### config.mk
export PLATFORM = sky130hd
export DESIGN_NAME = bcd2binary_seq_flat
export DESIGN_NICKNAME = d
export VERILOG_FILES = /design/src/rtl/bcd2binary_seq_if.sv /design/src/rtl/bcd2binary_seq.sv /design/src/flat_wrapper.sv
export SDC_FILE = /design/constraint.sdc
export NUM_CORES = 1
export LEC_CHECK = 0
export CAP_MARGIN = 15
export CORE_MARGIN = 2
export CORE_UTILIZATION = 45
export CTS_CLUSTER_DIAMETER = 60
export DETAILED_ROUTE_END_ITERATION = 12
export DONT_BUFFER_PORTS = 1
export PLACE_DENSITY = 0.7
export SETUP_SLACK_MARGIN = 0.4
export SKIP_CTS_REPAIR_TIMING = 1
export SLEW_MARGIN = 10
export SYNTH_ARGS = -nofsm -noshare
export SYNTH_HDL_FRONTEND = slang
export SYNTH_SLANG_ARGS = --single-unit
### constraint.sdc
create_clock -name clk -period 1.2 [get_ports clk]
set_input_delay 0.24 -clock clk [delete_from_list [all_inputs] [get_ports clk]]
set_output_delay 0.24 -clock clk [all_outputs]
set_load 0.03 [all_outputs]
### src/rtl/bcd2binary_seq_if.sv
// Handshake bundle for bcd2binary_seq: BCD source side and binary sink side.
// The converter attaches through the slave modport; the driving logic
// (BCD source plus binary sink) attaches through the master modport.
interface bcd2binary_seq_if #(
  parameter int NDIGITS = 3,
  parameter int BIN_W   = 10
) ();

  logic                   in_valid;
  logic                   in_ready;
  logic [4*NDIGITS-1:0]   bcd_in;
  logic                   out_valid;
  logic                   out_ready;
  logic [BIN_W-1:0]       bin_out;
  logic                   err;

  modport master (
    output in_valid,
    input  in_ready,
    output bcd_in,
    input  out_valid,
    output out_ready,
    input  bin_out,
    input  err
  );

  modport slave (
    input  in_valid,
    output in_ready,
    input  bcd_in,
    output out_valid,
    input  out_ready,
    output bin_out,
    output err
  );

endinterface

### src/rtl/bcd2binary_seq.sv
// Sequential packed-BCD to unsigned binary converter (reverse double-dabble).
// One right shift of {digits, result} per clock, then every digit >= 8 has 3
// subtracted. A word takes 4*NDIGITS iterations; input and output each use a
// valid/ready handshake and only one word is in flight at a time.
// Optional macro BCD2BIN_DIGIT_CHECK_EN: reject words holding a digit > 9 by
// raising err with bin_out=0 one clock after acceptance instead of converting.
module bcd2binary_seq #(
  parameter int NDIGITS = 3,
  parameter int BIN_W   = 10
) (
  input logic             clk,
  input logic             reset,
  bcd2binary_seq_if.slave bus
);

  localparam int RW = 4 * NDIGITS;
  localparam int CW = $clog2(RW + 1);
  localparam logic [CW-1:0] LAST = CW'(RW - 1);

  typedef enum logic [1:0] {
    IDLE,
    CONV,
    DONE
  } stateType;

  stateType          state;
  stateType          nextState;
  logic [RW-1:0]     digits;
  logic [RW-1:0]     result;
  logic [RW-1:0]     digitsNext;
  logic [RW-1:0]     resultNext;
  logic [CW-1:0]     count;
  logic              accept;
  logic              errFlag;

  // Subtract 3 from every 4-bit digit that is 8 or more, all in parallel.
  function automatic logic [RW-1:0] adjustDigits(input logic [RW-1:0] value);
    logic [RW-1:0] adjusted;
    logic [3:0]    nib;
    adjusted = '0;
    for (int d = 0; d < NDIGITS; d++) begin
      nib = value[4*d +: 4];
      if (nib >= 4'd8) begin
        nib = nib - 4'd3;
      end
      adjusted[4*d +: 4] = nib;
    end
    return adjusted;
  endfunction

`ifdef BCD2BIN_DIGIT_CHECK_EN
  logic errReg;

  // True when any digit of the word is outside 0..9.
  function automatic logic hasBadDigit(input logic [RW-1:0] value);
    logic bad;
    bad = 1'b0;
    for (int d = 0; d < NDIGITS; d++) begin
      if (value[4*d +: 4] > 4'd9) begin
        bad = 1'b1;
      end
    end
    return bad;
  endfunction

  assign errFlag = errReg;
  assign bus.err = errReg;
`else
  assign errFlag = 1'b0;
  assign bus.err = 1'b0;
`endif

  assign accept = bus.in_valid && (state == IDLE);

  // One reverse double-dabble step: the digit LSB falls into the result MSB,
  // then the shifted digits are corrected back into valid BCD weights.
  always_comb begin
    resultNext = {digits[0], result[RW-1:1]};
    digitsNext = adjustDigits({1'b0, digits[RW-1:1]});
  end

  // State register; reset drops any word in flight.
  always_ff @(posedge clk) begin
    if (reset) begin
      state <= IDLE;
    end else begin
      state <= nextState;
    end
  end

  // Next-state logic; a rejected word leaves CONV after a single clock
  // without iterating, which keeps the error latency at one clock.
  always_comb begin
    nextState = state;
    case (state)
      IDLE: begin
        if (accept) begin
          nextState = CONV;
        end
      end
      CONV: begin
        if (errFlag || (count == LAST)) begin
          nextState = DONE;
        end
      end
      DONE: begin
        if (bus.out_ready) begin
          nextState = IDLE;
        end
      end
      default: nextState = IDLE;
    endcase
  end

  // Handshake outputs decoded from the state alone.
  always_comb begin
    bus.in_ready  = (state == IDLE);
    bus.out_valid = (state == DONE);
  end

  // Datapath: capture at acceptance, iterate in CONV, hold in DONE.
  always_ff @(posedge clk) begin
    if (reset) begin
      digits <= '0;
      result <= '0;
      count  <= '0;
`ifdef BCD2BIN_DIGIT_CHECK_EN
      errReg <= 1'b0;
`endif
    end else begin
      case (state)
        IDLE: begin
          if (accept) begin
            digits <= bus.bcd_in;
            result <= '0;
            count  <= '0;
`ifdef BCD2BIN_DIGIT_CHECK_EN
            errReg <= hasBadDigit(bus.bcd_in);
`endif
          end
        end
        CONV: begin
          if (!errFlag) begin
            digits <= digitsNext;
            result <= resultNext;
            count  <= count + CW'(1);
          end
        end
        DONE: begin
`ifdef BCD2BIN_DIGIT_CHECK_EN
          if (bus.out_ready) begin
            errReg <= 1'b0;
          end
`endif
        end
        default: begin
        end
      endcase
    end
  end

  // The result register is wider than the binary output; its top bits are
  // always zero for valid BCD input and are simply not brought out.
  if (BIN_W <= RW) begin : gNarrowOut
    assign bus.bin_out = result[BIN_W-1:0];
    if (BIN_W < RW) begin : gSpareBits
      logic unusedHigh;
      assign unusedHigh = ^result[RW-1:BIN_W];
    end
  end else begin : gWideOut
    assign bus.bin_out = {{(BIN_W - RW){1'b0}}, result};
  end

endmodule
### src/flat_wrapper.sv
// flat-port wrapper written by rule: the top's interface ports become plain ports
module bcd2binary_seq_flat 
#(
  parameter int NDIGITS = 3,
  parameter int BIN_W   = 10
)
  (clk, reset, bus_in_valid, bus_in_ready, bus_bcd_in, bus_out_valid, bus_out_ready, bus_bin_out, bus_err);
  bcd2binary_seq_if #(.NDIGITS(NDIGITS), .BIN_W(BIN_W)) bus_i ();
  input logic clk;
  input logic reset;
  input wire logic [$bits(bus_i.in_valid)-1:0] bus_in_valid;
  output wire logic [$bits(bus_i.in_ready)-1:0] bus_in_ready;
  input wire logic [$bits(bus_i.bcd_in)-1:0] bus_bcd_in;
  output wire logic [$bits(bus_i.out_valid)-1:0] bus_out_valid;
  input wire logic [$bits(bus_i.out_ready)-1:0] bus_out_ready;
  output wire logic [$bits(bus_i.bin_out)-1:0] bus_bin_out;
  output wire logic [$bits(bus_i.err)-1:0] bus_err;
  assign bus_i.in_valid = bus_in_valid;
  assign bus_in_ready = bus_i.in_ready;
  assign bus_i.bcd_in = bus_bcd_in;
  assign bus_out_valid = bus_i.out_valid;
  assign bus_i.out_ready = bus_out_ready;
  assign bus_bin_out = bus_i.bin_out;
  assign bus_err = bus_i.err;
  bcd2binary_seq #(.NDIGITS(NDIGITS), .BIN_W(BIN_W)) u_core (.clk(clk), .reset(reset), .bus(bus_i));
endmodule
==> metrics.txt, run 1 <==
# TYPE chip_impl_metric gauge
chip_impl_info{name="synth.top_cells.by_area",value="sky130_fd_sc_hd__dfxtp_1 41%, sky130_fd_sc_hd__a22oi_1 8.2%, sky130_fd_sc_hd__nor2_1 7.1%, sky130_fd_sc_hd__buf_4 6.6%, sky130_fd_sc_hd__ha_1 4.2%"} 1
chip_impl_info{name="timing_worst_setup_path_type",value="flip-flop to flip-flop"} 1
chip_impl_info{name="worst_setup_path_start_kind",value="flip-flop"} 1
chip_impl_metric{name="finalCritPeriodShare",unit=""} 1.15
chip_impl_metric{name="fp.coreArea",unit="um^2"} 3080
chip_impl_metric{name="switching_power",unit="W"} 0.000646
chip_impl_metric{name="area_growth",unit="%"} 45.2
chip_impl_metric{name="drt_first_pass_iters",unit=""} 4
chip_impl_metric{name="overflow",unit=""} 0
chip_impl_metric{name="finalSetupViolCount",unit=""} 26
chip_impl_metric{name="die_width",unit="um"} 61.2
chip_impl_metric{name="syn-instance-count",unit=""} 164
chip_impl_metric{name="num-nets-final",unit=""} 204
chip_impl_metric{name="pin_count_of_the_biggest_net_entering_global_routing",unit=""} 34
chip_impl_info{name="hp-start",value="reset"} 1
chip_impl_metric{name="cp_data_required_time",unit="ns"} 1.45
chip_impl_metric{name="clkLatencyLatePin",unit="ns"} 0.34
chip_impl_metric{name="ios",unit=""} 29
chip_impl_metric{name="first_pass_grt_wire_length",unit="mm"} 4.98
chip_impl_metric{name="hold_viol",unit=""} 28
chip_impl_info{name="post-synth-top-area-cell",value="sky130_fd_sc_hd__dfxtp_1"} 1
chip_impl_metric{name="worstPathMaxFanout",unit=""} 7
chip_impl_metric{name="combPwrFrac",unit=""} 0.176
chip_impl_info{name="failed_checks",value="negative hold slack, negative setup slack"} 1
chip_impl_info{name="synth_top_flop_cell",value="sky130_fd_sc_hd__dfxtp_1"} 1
chip_impl_metric{name="cts-htree-levels",unit=""} 2
chip_impl_metric{name="maxCapViolations",unit=""} 0
chip_impl_info{name="reg2reg_from",value="u_core.state[1]"} 1
chip_impl_info{name="min_path_type",value="input pin to flip-flop"} 1
chip_impl_metric{name="pwr-share-seq",unit=""} 0.415
chip_impl_metric{name="vias_per_cell",unit=""} 5.41
chip_impl_metric{name="post_route_worst_hold_slack",unit="ns"} -0.0491
chip_impl_metric{name="effective_utilization_at_floorplan",unit=""} 0.478
chip_impl_metric{name="timing.final.crit_period",unit="ns"} 1.38
chip_impl_metric{name="yosys_register_bits",unit=""} 30
chip_impl_metric{name="first_global_vias",unit=""} 1084
chip_impl_metric{name="gr-usage-all-layers",unit=""} 0.185
chip_impl_metric{name="drt_drc_violations_left",unit=""} 0
chip_impl_metric{name="postLayoutSetupSlackWorst",unit="ns"} -0.183
chip_impl_metric{name="path_clk_slew",unit="ns"} 0.10
chip_impl_metric{name="drtAntennaViolNets",unit=""} 0
chip_impl_metric{name="avgRoutedWirePerCell",unit="um"} 15.8
chip_impl_metric{name="detailroute.via_count",unit=""} 1234
chip_impl_metric{name="fmaxAchievable",unit="GHz"} 0.723
chip_impl_metric{name="cts_inserted_buffers",unit=""} 5
chip_impl_metric{name="placed_area",unit="um^2"} 1580
chip_impl_metric{name="power.density",unit="nW/um^2"} 1230
chip_impl_metric{name="post_synth.cell_area_avg",unit="um^2"} 8.98
chip_impl_metric{name="finalClockSkew",unit="ns"} 0.00729
chip_impl_metric{name="cellInternalPower",unit="W"} 0.00198
chip_impl_metric{name="grt_antenna_before_repair",unit=""} 0
chip_impl_metric{name="fin_util",unit=""} 0.695
chip_impl_metric{name="synth.top_cell.area_share",unit=""} 0.408
chip_impl_info{name="post_synth_most_frequent_cells",value="30 x sky130_fd_sc_hd__dfxtp_1, 28 x sky130_fd_sc_hd__nor2_1, 16 x sky130_fd_sc_hd__a22oi_1, 13 x sky130_fd_sc_hd__buf_4, 9 x sky130_fd_sc_hd__inv_1"} 1
chip_impl_metric{name="post_synth_num_cell_types",unit=""} 36
chip_impl_metric{name="synthesis.yosys.warnings",unit=""} 0
chip_impl_metric{name="synth.cell_area",unit="um^2"} 1470
chip_impl_metric{name="place_congestion",unit=""} 0.787
chip_impl_metric{name="cts.sinks",unit=""} 30
chip_impl_metric{name="async_flop_share",unit=""} 0
chip_impl_metric{name="share_of_post_route_cells_with_drive_strength_above_1",unit=""} 0.505
chip_impl_metric{name="power.share.switching",unit=""} 0.246
chip_impl_metric{name="clockPowerShare",unit=""} 0.410
chip_impl_info{name="cts_root_buffer",value="sky130_fd_sc_hd__clkbuf_4"} 1
chip_impl_metric{name="drt-initial-drc-count",unit=""} 50
chip_impl_metric{name="cellLeakagePower",unit="nW"} 0.813
chip_impl_metric{name="synthesis.nets",unit=""} 185
chip_impl_metric{name="hpwl_reported_at_the_end_of_detailed_placement",unit="mm"} 2.13
chip_impl_metric{name="rows",unit=""} 20
chip_impl_info{name="critPathCaptureType",value="flip-flop"} 1
chip_impl_info{name="crit_path_start",value="u_core.state[1]"} 1
chip_impl_metric{name="fill_cells",unit=""} 226
chip_impl_metric{name="port_buffers",unit=""} 0
chip_impl_info{name="cts_tree",value="done"} 1
chip_impl_info{name="rsz0062_at_grt",value="yes"} 1
chip_impl_info{name="synthMostInstantiatedCell",value="sky130_fd_sc_hd__dfxtp_1"} 1
chip_impl_metric{name="dpl_worst_slack",unit="ns"} -0.0753
chip_impl_metric{name="clk_path_buf_depth",unit=""} 2
chip_impl_metric{name="total_wirelength",unit="mm"} 3.60
chip_impl_metric{name="report.final.slew_viol_count",unit=""} 0
chip_impl_metric{name="ir_worst_vdd",unit="V"} 0.000785
chip_impl_metric{name="design.die.area",unit="um^2"} 3750
chip_impl_metric{name="synth_seq_area_share",unit=""} 0.408
chip_impl_metric{name="final_design_area_no_fill",unit="um^2"} 2140
chip_impl_info{name="outcome",value="complete, but fails checks"} 1
chip_impl_metric{name="synth_enable_flop_cells",unit=""} 0
chip_impl_metric{name="floorplan.die.height",unit="um"} 61.2
chip_impl_metric{name="num_antenna_cells",unit=""} 0
chip_impl_metric{name="critPathArrivalTime",unit="ns"} 1.63
-- power groups by stage --
stage                     Combinational, W  Clock (W)  Sequential [W]
after global routing              0.000496    0.00114         0.00110
after global placement            0.000284          0         0.00111
after detailed placement          0.000298          0         0.00111
after floorplan                   0.000240          0         0.00110
final                             0.000461    0.00108         0.00109
after CTS                         0.000300    0.00109         0.00109
-- cell usage in the layout (no fill, tap or decap), types with 2 or more instances in the layout --
| cell | synthesis | routed |
|---|---|---|
| sky130_fd_sc_hd__o211a_1 | 2 | 2 |
| sky130_fd_sc_hd__nand2_1 | 4 | 4 |
| sky130_fd_sc_hd__buf_4 | 13 | 11 |
| sky130_fd_sc_hd__ha_1 | 5 | 4 |
| sky130_fd_sc_hd__a311oi_4 | 0 | 2 |
| sky130_fd_sc_hd__a22oi_2 | 0 | 16 |
| sky130_fd_sc_hd__xor2_1 | 2 | 2 |
| sky130_fd_sc_hd__a222oi_1 | 2 | 2 |
| sky130_fd_sc_hd__dfxtp_1 | 30 | 12 |
| sky130_fd_sc_hd__clkbuf_16 | 0 | 2 |
| sky130_fd_sc_hd__buf_6 | 1 | 16 |
| sky130_fd_sc_hd__a2111oi_4 | 0 | 3 |
| sky130_fd_sc_hd__o22ai_1 | 2 | 2 |
| sky130_fd_sc_hd__buf_8 | 0 | 2 |
| sky130_fd_sc_hd__xnor2_1 | 2 | 2 |
| sky130_fd_sc_hd__a21oi_1 | 5 | 4 |
| sky130_fd_sc_hd__inv_1 | 9 | 9 |
| sky130_fd_sc_hd__buf_12 | 0 | 2 |
| sky130_fd_sc_hd__or3b_1 | 3 | 2 |
| sky130_fd_sc_hd__nor2_1 | 28 | 26 |
| sky130_fd_sc_hd__dfxtp_2 | 0 | 9 |
| sky130_fd_sc_hd__dfxtp_4 | 0 | 9 |
| sky130_fd_sc_hd__nor3_1 | 3 | 3 |
| sky130_fd_sc_hd__bufinv_16 | 0 | 2 |
| sky130_fd_sc_hd__clkbuf_4 | 0 | 5 |
| sky130_fd_sc_hd__nor2b_1 | 4 | 3 |
| sky130_fd_sc_hd__nand2b_1 | 5 | 5 |
-- final timing paths --
path                                         end  slack [ns]  cells after the start
worst max-delay path            u_core.digits[1]       -0.18                      5
worst min-delay path            u_core.result[0]       -0.05                      1
worst max register to register  u_core.digits[1]       -0.18                      5
worst min register to register  u_core.digits[9]        0.50                      2
-- flip-flops by register name, summed over array words and instances (netlist names) --
signal,count
u_core.count,4
u_core.digits,12
u_core.result,12
u_core.state,2
-- routing by layer --
layer,vias to the layer above,global-route usage,part of all wire
met3,4,0.0735,0.046
met2,25,0.301,0.53
met5,-,0,0
met1,595,0.219,0.41
li1,610,-,-
met4,0,0.0745,0.018
-- worst max-delay path: stages, from the launching register on --
cell                      delay, ns
sky130_fd_sc_hd__dfxtp_4       0.39
sky130_fd_sc_hd__and2b_2       0.27
sky130_fd_sc_hd__buf_12        0.16
sky130_fd_sc_hd__buf_6         0.12
sky130_fd_sc_hd__o211a_1       0.12
sky130_fd_sc_hd__o32ai_2       0.23
-- through the flow --
step | total power, W | instances | hold WS, ns | setup TNS (ns)
after floorplan | 0.00134 | 164 | 0.397 | 0
after global placement | 0.00139 | 207 | 0.312 | -0.0147
after detailed placement | 0.00141 | 207 | 0.313 | -0.362
after CTS | 0.00248 | 215 | -0.0535 | -1.04
after global routing | 0.00273 | 228 | -0.0679 | -2.80
final | 0.00263 | 228 | -0.0491 | -2.02
-- kinds of logic after synthesis --
family | Yosys count | synth area share
and+or+nand+nor | 52 | 0.174
AOI/OAI and AO/OA | 41 | 0.227
buffers and inverters | 31 | 0.122
other | 1 | 0.00255
DFF | 30 | 0.408
xor gates and xnor gates | 4 | 0.0238
adders and majority gates | 5 | 0.0425
-- cell type report --
| class | count | area [um^2] | area share |
|---|---|---|---|
| Multi-Input combinational cell | 103 | 905 | 0.423 |
| Sequential cell | 30 | 646 | 0.302 |
| Timing Repair Buffer | 34 | 388 | 0.181 |
| Clock inverter | 2 | 60.1 | 0.0281 |
| Tap cell | 44 | 55.1 | 0.0257 |
| Clock buffer | 6 | 51.3 | 0.0240 |
| Inverter | 9 | 33.8 | 0.0158 |
Note: power is estimated with default switching activity, not from simulation.
==> run 2, diff against run 1 <==
==> constraint.sdc (replaced) <==
create_clock -name clk -period 1.1 [get_ports clk]
set_input_delay 0.22 -clock clk [delete_from_list [all_inputs] [get_ports clk]]
set_output_delay 0.22 -clock clk [all_outputs]
set_load 0.03 [all_outputs]
==> metrics.txt, run 2 (synthesis gave the netlist of run 1 again) <==
# TYPE chip_impl_metric gauge
chip_impl_info{name="outcome",value="complete, but fails checks"} 1
chip_impl_info{name="failed_checks",value="negative hold slack, negative setup slack"} 1
chip_impl_metric{name="post_route_worst_hold_slack",unit="ns"} -0.0532
chip_impl_info{name="critical-path-slowest-cell",value="sky130_fd_sc_hd__dfxtp_2"} 1
chip_impl_metric{name="switching_power",unit="W"} 0.000692
chip_impl_metric{name="grt_antenna_before_repair",unit=""} 0
chip_impl_metric{name="design.die.area",unit="um^2"} 3750
chip_impl_metric{name="cellLeakagePower",unit="nW"} 0.886
chip_impl_metric{name="finalCritPeriodShare",unit=""} 1.23
chip_impl_metric{name="floorplan.die.height",unit="um"} 61.2
chip_impl_metric{name="hold_viol",unit=""} 29
chip_impl_info{name="timing_worst_setup_path_type",value="flip-flop to output port"} 1
chip_impl_metric{name="port_buffers",unit=""} 0
chip_impl_metric{name="area_growth",unit="%"} 51.7
chip_impl_metric{name="ir_worst_vdd",unit="V"} 0.000759
chip_impl_metric{name="overflow",unit=""} 0
chip_impl_info{name="cts_tree",value="done"} 1
chip_impl_metric{name="clkLatencyLatePin",unit="ns"} 0.34
chip_impl_metric{name="drt_drc_violations_left",unit=""} 0
chip_impl_metric{name="worstPathMaxFanout",unit=""} 7
chip_impl_info{name="most-common-layout-cells",value="27 x sky130_fd_sc_hd__nor2_1, 25 x sky130_fd_sc_hd__buf_4, 20 x sky130_fd_sc_hd__buf_6"} 1
chip_impl_metric{name="maxCapViolations",unit=""} 0
chip_impl_metric{name="dpl_worst_slack",unit="ns"} -0.168
chip_impl_metric{name="first_global_vias",unit=""} 1116
chip_impl_metric{name="clockPowerShare",unit=""} 0.289
chip_impl_metric{name="first_pass_grt_wire_length",unit="mm"} 4.80
chip_impl_metric{name="total_wirelength",unit="mm"} 3.90
chip_impl_metric{name="timing.final.crit_period",unit="ns"} 1.35
chip_impl_info{name="cts_root_buffer",value="sky130_fd_sc_hd__clkbuf_4"} 1
chip_impl_info{name="rsz0062_at_grt",value="yes"} 1
chip_impl_metric{name="detailroute.via_count",unit=""} 1317
chip_impl_info{name="min_path_type",value="input pin to flip-flop"} 1
chip_impl_metric{name="ios",unit=""} 29
chip_impl_info{name="timing.critical_path.max_delay_family",value="flip-flops"} 1
chip_impl_metric{name="rows",unit=""} 20
chip_impl_metric{name="vias_per_cell",unit=""} 5.35
chip_impl_metric{name="power.share.switching",unit=""} 0.287
chip_impl_metric{name="combPwrFrac",unit=""} 0.220
chip_impl_metric{name="path_clk_slew",unit="ns"} 0.09
chip_impl_metric{name="cp_data_required_time",unit="ns"} 0.88
chip_impl_metric{name="hpwl_reported_at_the_end_of_detailed_placement",unit="mm"} 2.15
chip_impl_metric{name="drt_first_pass_iters",unit=""} 4
chip_impl_metric{name="drt-initial-drc-count",unit=""} 55
chip_impl_info{name="worst_setup_path_start_kind",value="flip-flop"} 1
chip_impl_metric{name="fmaxAchievable",unit="GHz"} 0.742
chip_impl_info{name="largestRegisters",value="u_core.digits (12), u_core.result (12), u_core.count (4)"} 1
chip_impl_info{name="cells_traversed_along_the_worst_timing_path",value="buf_6 -> nor2b_4 -> buf_12"} 1
chip_impl_metric{name="critical-path-max-stage-delay",unit="ns"} 0.36
chip_impl_metric{name="pin_count_of_the_biggest_net_entering_global_routing",unit=""} 34
chip_impl_metric{name="clk_path_buf_depth",unit=""} 2
chip_impl_metric{name="num-nets-final",unit=""} 222
chip_impl_metric{name="fp.coreArea",unit="um^2"} 3080
chip_impl_info{name="critPathCaptureType",value="output port"} 1
chip_impl_metric{name="cts-htree-levels",unit=""} 2
chip_impl_metric{name="cts_inserted_buffers",unit=""} 5
chip_impl_metric{name="critPathArrivalTime",unit="ns"} 1.13
chip_impl_metric{name="cellInternalPower",unit="W"} 0.00172
chip_impl_metric{name="avgRoutedWirePerCell",unit="um"} 15.9
chip_impl_metric{name="die_width",unit="um"} 61.2
chip_impl_metric{name="cts.sinks",unit=""} 30
chip_impl_metric{name="fin_cells",unit=""} 246
chip_impl_metric{name="drtAntennaViolNets",unit=""} 0
chip_impl_metric{name="report.final.slew_viol_count",unit=""} 0
chip_impl_metric{name="effective_utilization_at_floorplan",unit=""} 0.478
chip_impl_info{name="layout_commonest_cell",value="sky130_fd_sc_hd__nor2_1"} 1
chip_impl_metric{name="place_congestion",unit=""} 0.806
chip_impl_metric{name="num_antenna_cells",unit=""} 0
chip_impl_metric{name="postLayoutSetupSlackWorst",unit="ns"} -0.248
chip_impl_metric{name="power.density",unit="nW/um^2"} 1080
chip_impl_metric{name="finalSetupViolCount",unit=""} 31
chip_impl_metric{name="finalClockSkew",unit="ns"} 0.00527
chip_impl_metric{name="placedCellCount",unit=""} 216
chip_impl_metric{name="gr-usage-all-layers",unit=""} 0.177
chip_impl_metric{name="share_of_post_route_cells_with_drive_strength_above_1",unit=""} 0.554
chip_impl_metric{name="pwr-share-seq",unit=""} 0.492
chip_impl_metric{name="critical_path.n_buffers_inverters",unit=""} 2
chip_impl_metric{name="fin_util",unit=""} 0.726
## run 2: cell types whose count changed in the layout (fill, tap and decap cells not counted), moves of 2 or more
| cell | previous run | this run |
|---|---|---|
| sky130_fd_sc_hd__dfxtp_2 | 9 | 13 |
| sky130_fd_sc_hd__a21oi_1 | 4 | 1 |
| sky130_fd_sc_hd__bufinv_16 | 2 | 0 |
| sky130_fd_sc_hd__buf_4 | 11 | 25 |
| sky130_fd_sc_hd__buf_6 | 16 | 20 |
| sky130_fd_sc_hd__dfxtp_4 | 9 | 5 |
| sky130_fd_sc_hd__a21oi_2 | 1 | 4 |
## run 2: per-layer routing
layer | up-vias | share of wire | global-route usage
met2 | 28 | 0.54 | 0.293
met3 | 8 | 0.055 | 0.0798
met1 | 646 | 0.40 | 0.195
met5 | - | 0 | 0
li1 | 635 | - | -
met4 | 0 | 0.013 | 0.0807
## run 2: stage by stage
stage                     cell area (um^2)  total power [W]  setup TNS [ns]
final                                 2230          0.00241           -3.74
after global placement                1650          0.00154           -1.78
after CTS                             1710          0.00224           -3.79
after global routing                  2230          0.00252           -5.61
after detailed placement              1650          0.00156           -2.64
after floorplan                       1500          0.00146          -0.427
## run 2: worst register-to-register path, cell delays in order (launching register included)
cell                      delay (ns)
sky130_fd_sc_hd__dfxtp_2        0.34
sky130_fd_sc_hd__buf_6          0.13
sky130_fd_sc_hd__buf_4          0.14
sky130_fd_sc_hd__nor2_1         0.12
sky130_fd_sc_hd__o21ai_1        0.10
sky130_fd_sc_hd__buf_4          0.15
sky130_fd_sc_hd__o32ai_2        0.24
## run 2: final timing paths
kind                  endpoint  slack [ns]  cells after the start              start
max reg2reg   u_core.digits[1]       -0.21                      6    u_core.state[1]
max              bus_out_valid       -0.25                      3    u_core.state[1]
min reg2reg  u_core.digits[11]        0.51                      2  u_core.digits[11]
min           u_core.result[0]       -0.05                      1              reset
## run 2: area by class of cell
type                       instances  area (um^2)
clock buffer                       7         55.1
clock inverter                     1         5.00
fill                             215          845
inverter                           9         33.8
multi-input combinational        103          911
sequential                        30          636
tap                               44         55.1
timing repair buffer              52          538
## run 2: power groups by stage
stage | sequential, W | combinational [W] | clock (W)
after CTS | 0.00118 | 0.000350 | 0.000711
after detailed placement | 0.00121 | 0.000349 | 0
after global routing | 0.00119 | 0.000566 | 0.000762
after floorplan | 0.00120 | 0.000262 | 0
after global placement | 0.00121 | 0.000332 | 0
final | 0.00119 | 0.000530 | 0.000696
==> edit 1 (settings of run 2) <==
Build with the macro `BCD2BIN_DIGIT_CHECK_EN` defined.
--- a/src/rtl/bcd2binary_seq.sv
+++ b/src/rtl/bcd2binary_seq.sv
@@ -4,6 +4,8 @@
 // valid/ready handshake and only one word is in flight at a time.
 // Optional macro BCD2BIN_DIGIT_CHECK_EN: reject words holding a digit > 9 by
 // raising err with bin_out=0 one clock after acceptance instead of converting.
+`define BCD2BIN_DIGIT_CHECK_EN
+
 module bcd2binary_seq #(
   parameter int NDIGITS = 3,
   parameter int BIN_W   = 10
Formal check against the unedited RTL: not equivalent (a bounded check fails within 4 cycles, from zero or initial values and one cycle with reset high).
==> edit 1 against run 2 <==
The run still ends with hold timing, setup timing left. Area after synthesis rose by 8.1%. Sequential share of layout area rose by 0.31 points. Final area rose by 2.6%. Count of clock-buffer cells in the layout fell by 1. First-iteration DRC count rose by 40%. Synthesized cell count rose by 20%. Fmax fell by 5.8%. Power rose by 20%. Critical path depth rose by 1. Sequential cell count rose by 1. Wire length rose by 12%. Global-route usage rose by 3.0 points. Sequential power rose by 5%. Setup slack got worse by 0.083 ns. Critical path type unchanged. Largest power group unchanged. Highest routed layer unchanged.
==> edit 1: results (changes against run 2) <==
[outcome]
status=finished, violations left
violations=hold timing, setup timing

[sta]
hold_viol=28  ; -3.4%
worst_pin_slew_ns=0.301
setup_viol=31  ; unchanged
setup_slack_ns=-0.331  ; -0.0825 ns
finClkSkew_ns=0.0114  ; +0.00614 ns
timing.hold.ws_ns=-0.0618  ; -0.00861 ns

[final_layout]
drive_gt1_share_pct=48.1  ; -7.4 points
nNetsFinal=254  ; +14%
nFillCells=286  ; +33%
fin_cells=279  ; +13%

[place]
placed_cells=256  ; +19%
gp_congestion=0.863  ; +7.1%
place.detailed.hpwl_um=2900  ; +35%
place_area_um2=1910  ; +16%

[pwr]
power_leakage_nw=0.864  ; -2.5%
pwr_density_cell_nw_per_um2=1260  ; +16%
vdd_drop_max_mv=0.979  ; +29%

[yosys]
synth_area_leaders=dfxtp_1 39%, a21oi_1 8.2%, buf_4 6.1%
synthTopCellsByCount=31 x dfxtp_1, 26 x a21oi_1, 24 x nand2_1, 15 x nor2_1, 14 x nand3_1
ys_types=33  ; -8.3%
syn_inst=197  ; +20%
syn_nets=218  ; +18%
seq_area_frac_synth_pct=39.0  ; -1.8 points

[global_routing]
grt_usage_pct=20.8  ; +3.0 points
grt_pass1_vias=1438  ; +29%
grt_max_degree=31  ; -8.8%
grt_pass1_wl_um=6490  ; +35%

[critical_path]
cp_max_fo=6  ; -1
arrival_ns=1.21  ; +0.08 ns
slowest_stage=dfxtp_4
slowest_delay_ns=0.38  ; +0.02 ns

[route]
wl_um=4370  ; +12%
dr_total_vias=1489  ; +13%
dr.first_iter.drc_count=77  ; +40%

edit 1: cell types whose count changed after synthesis, sizes merged, moves of 6 or more:
cell,run 2,this run
a21oi,5,27
o21ai,1,7
a22oi,16,3
o211ai,0,6
nand3,1,14
nor2,28,15
nand2,4,24
edit 1: critical path, delay by kind of cell (launching register included):
family,cells,cell delay (ns)
buffers and inverters,3,0.37
DFF,1,0.38
and+or+nand+nor,1,0.11
edit 1: power breakdown:
group / leakage [nW] / internal [mW] / switching [mW] / total [mW]
registers: 0.262 / 1.18 / 0.0729 / 1.25
logic: 0.568 / 0.502 / 0.441 / 0.943
clock network: 0.0341 / 0.296 / 0.391 / 0.687
total: 0.864 / 1.98 / 0.905 / 2.88
edit 1: final timing paths:
| kind | startpoint | end | slack, ns | cells past startpoint |
|---|---|---|---|---|
| max | u_core.state[0]$_SDFFE_PP0P_ | bus_out_valid | -0.33 | 4 |
| min reg2reg | u_core.result[10]$_SDFFE_PP0P_ | u_core.result[9]$_SDFFE_PP0P_ | 0.48 | 2 |
| max reg2reg | u_core.state[0]$_SDFFE_PP0P_ | u_core.digits[1]$_SDFFE_PP0P_ | -0.31 | 6 |
| min | reset | u_core.digits[6]$_SDFFE_PP0P_ | -0.06 | 1 |
edit 1: per-layer routing:
metal	track usage, %	vias up	share of wire [%]
met2	35.0	42	54
met1	24.6	702	39
li1	-	739	-
met4	7.88	0	0.94
met5	0	-	0
met3	6.61	6	5.5
edit 1: cell type report:
cell class,instances,area share [%]
repair buffers,51,22.7
flip-flops and latches,31,28.8
clock buffers,6,2.24
inverters,8,1.31
multi-input cells,136,42.3
well taps,46,2.51
clock inverters,1,0.218
edit 1: cells by family (layout without fill, tap and decap cells):
logic type	Yosys count	count (layout)	synth area share [%]
simple gates	69	69	20.4
mux	3	3	1.89
buf+inv	30	66	10.9
xor+xnor	5	5	2.75
compound gates	54	54	21.1
fa+ha+maj	5	5	3.93
flops	31	31	39.0
edit 1: metrics by stage:
| step | setup TNS (ns) | worst slack, ns |
|---|---|---|
| CTS | -8.68 | -0.557 |
| floorplan | -2.51 | -0.141 |
| finish | -6.96 | -0.331 |
| detailed placement | -6.56 | -0.293 |
| global route | -8.06 | -0.358 |
| global placement | -4.36 | -0.172 |
==> edit 2 (flow settings as in run 2) <==
Made on the original files. Make the reset (`reset`) asynchronous in 2 clocked blocks.
--- a/src/rtl/bcd2binary_seq.sv
+++ b/src/rtl/bcd2binary_seq.sv
@@ -80,7 +80,7 @@
   end
 
   // State register; reset drops any word in flight.
-  always_ff @(posedge clk) begin
+  always_ff @(posedge clk or posedge reset) begin
     if (reset) begin
       state <= IDLE;
     end else begin
@@ -119,7 +119,7 @@
   end
 
   // Datapath: capture at acceptance, iterate in CONV, hold in DONE.
-  always_ff @(posedge clk) begin
+  always_ff @(posedge clk or posedge reset) begin
     if (reset) begin
       digits <= '0;
       result <= '0;
Behaviour: differs if reset is asserted again (counterexample within 4 cycles, from zero or initial values and one cycle with reset high); with reset held inactive, the same outputs for 10 cycles.
==> edit 2 against run 2 <==
The run ends with setup timing left. Fmax fell by 4.0%. Wire length fell by 12%. Final area shrank 9.2%. Non-clock buffer count shrank 19. Clock skew increased by 0.0036 ns. Area after synthesis grew 1.7%. Setup slack got worse by 0.056 ns. Sequential cell count stayed put. Synthesized cell count decreased by 16%. Worst hold slack improved by 0.099 ns. Critical path type is now flop to flop. Critical endpoint is now u_core.digits[2]$_DFFE_PP0P_. Highest routed layer unchanged.
Power is not compared: it rests on default switching activity, and its combinational part moved more than twofold at a synthesized area within 25%.
==> edit 2: results (changes against run 2) <==
[route]
dr_total_vias=1121  ; -15%
wl_per_cell_um=16.8  ; +6.0%
dr.first_iter.drc_count=29  ; -47%

[place]
place.detailed.hpwl_um=2170  ; +0.92%
pre_cts_ws_ns=-0.195  ; -0.0265 ns
gp_congestion=0.742  ; -7.9%
placed_cells=188  ; -13%
place_area_um2=1660  ; +0.61%
io_buffer_count=0  ; unchanged

[global_routing]
grt_usage_pct=18.7  ; +1.0 points
grt_pass1_wl_um=5070  ; +5.6%

[critical_path]
crit_start=u_core.state[1]$_DFFE_PP0P_
rr_worst_depth=5  ; -1
crit_end=u_core.digits[2]$_DFFE_PP0P_
cp_max_fo=9  ; +2

[clock_network]
cts_buffer_depth=2  ; unchanged
clk_latency_ns=0.34  ; about the same

[hold_path]
holdCritStartpoint=bus_in_valid
worst_hold_path.endpoint=u_core.digits[11]$_DFFE_PP0P_

[sta]
setup_slack_ns=-0.304  ; -0.0563 ns
hold_viol=0  ; -100%
tns_ns=-5.27  ; -1.53 ns
setup_viol=31  ; unchanged
finClkSkew_ns=0.00883  ; +0.00356 ns

[yosys]
synthTopCellsByCount=30 x dfrtp_1, 13 x a22o_1, 13 x buf_4
syn_nets=159  ; -14%
seq_area_frac_synth_pct=50.1  ; +9.3 points
synth_area_leaders=dfrtp_1 50%, a22o_1 7.6%, buf_4 6.5%
synthArstFlopShare_pct=100  ; +100 points

[final_layout]
nNetsFinal=181  ; -18%
drive_gt1_share_pct=49.7  ; -5.8 points
fin_cells=205  ; -17%

[outcome]
violations=setup timing
status=finished, violations left

-- edit 2: cell types whose count changed in the layout (fill, tap and decap cells not counted), moves of 11 or more --
cell	delta
dfrtp_1	+19
dfxtp_2	-13
a22o_1	+13
dfrtp_2	+11
dfxtp_1	-12
nor2_1	-27
a22oi_2	-15
-- edit 2: final cells by class --
type	count	area (µm²)
fill	244	1070
sequential	30	764
multi-input combinational	83	748
timing repair buffer	33	319
clock inverter	2	60.1
tap	44	55.1
clock buffer	6	51.3
inverter	7	30.0
-- edit 2: worst max-delay path, stage by stage (launching register included) --
cell and delay [ns]:
dfrtp_1 0.40, buf_4 0.14, o21bai_2 0.24, buf_4 0.19, and2_0 0.15, a211oi_1 0.20
-- edit 2: power by group through the flow --
stage | registers, mW | logic, mW | clock network, mW
3_5_place_dp | 2.30 | 2.16 | 0
3_3_place_gp | 2.27 | 2.05 | 0
6_report | 2.37 | 2.83 | 1.18
4_1_cts | 2.28 | 2.17 | 1.18
2_1_floorplan | 1.96 | 2.09 | 0
5_1_grt | 2.44 | 3.08 | 1.24
-- edit 2: logic make-up (layout without fill, tap and decap cells) --
logic type | Yosys count | in the layout | share of synthesized area [%]
XOR/XNOR | 4 | 4 | 2.34
adder cells (fa/ha/maj) | 5 | 5 | 4.18
AND/OR/NAND/NOR | 29 | 29 | 10.7
AO/OA/AOI/OAI | 39 | 39 | 19.0
flip-flops | 30 | 30 | 50.1
other | 1 | 1 | 0.250
multiplexers | 5 | 5 | 3.59
buffers and inverters | 25 | 48 | 9.86
-- edit 2: routing by layer --
layer / vias up / wire length (µm) / GRT usage [%]
met2: 27 / 1770 / 30.2
met4: 0 / 94 / 7.29
li1: 523 / - / -
met3: 11 / 171 / 6.83
met5: - / 0 / 0
met1: 560 / 1410 / 23.0
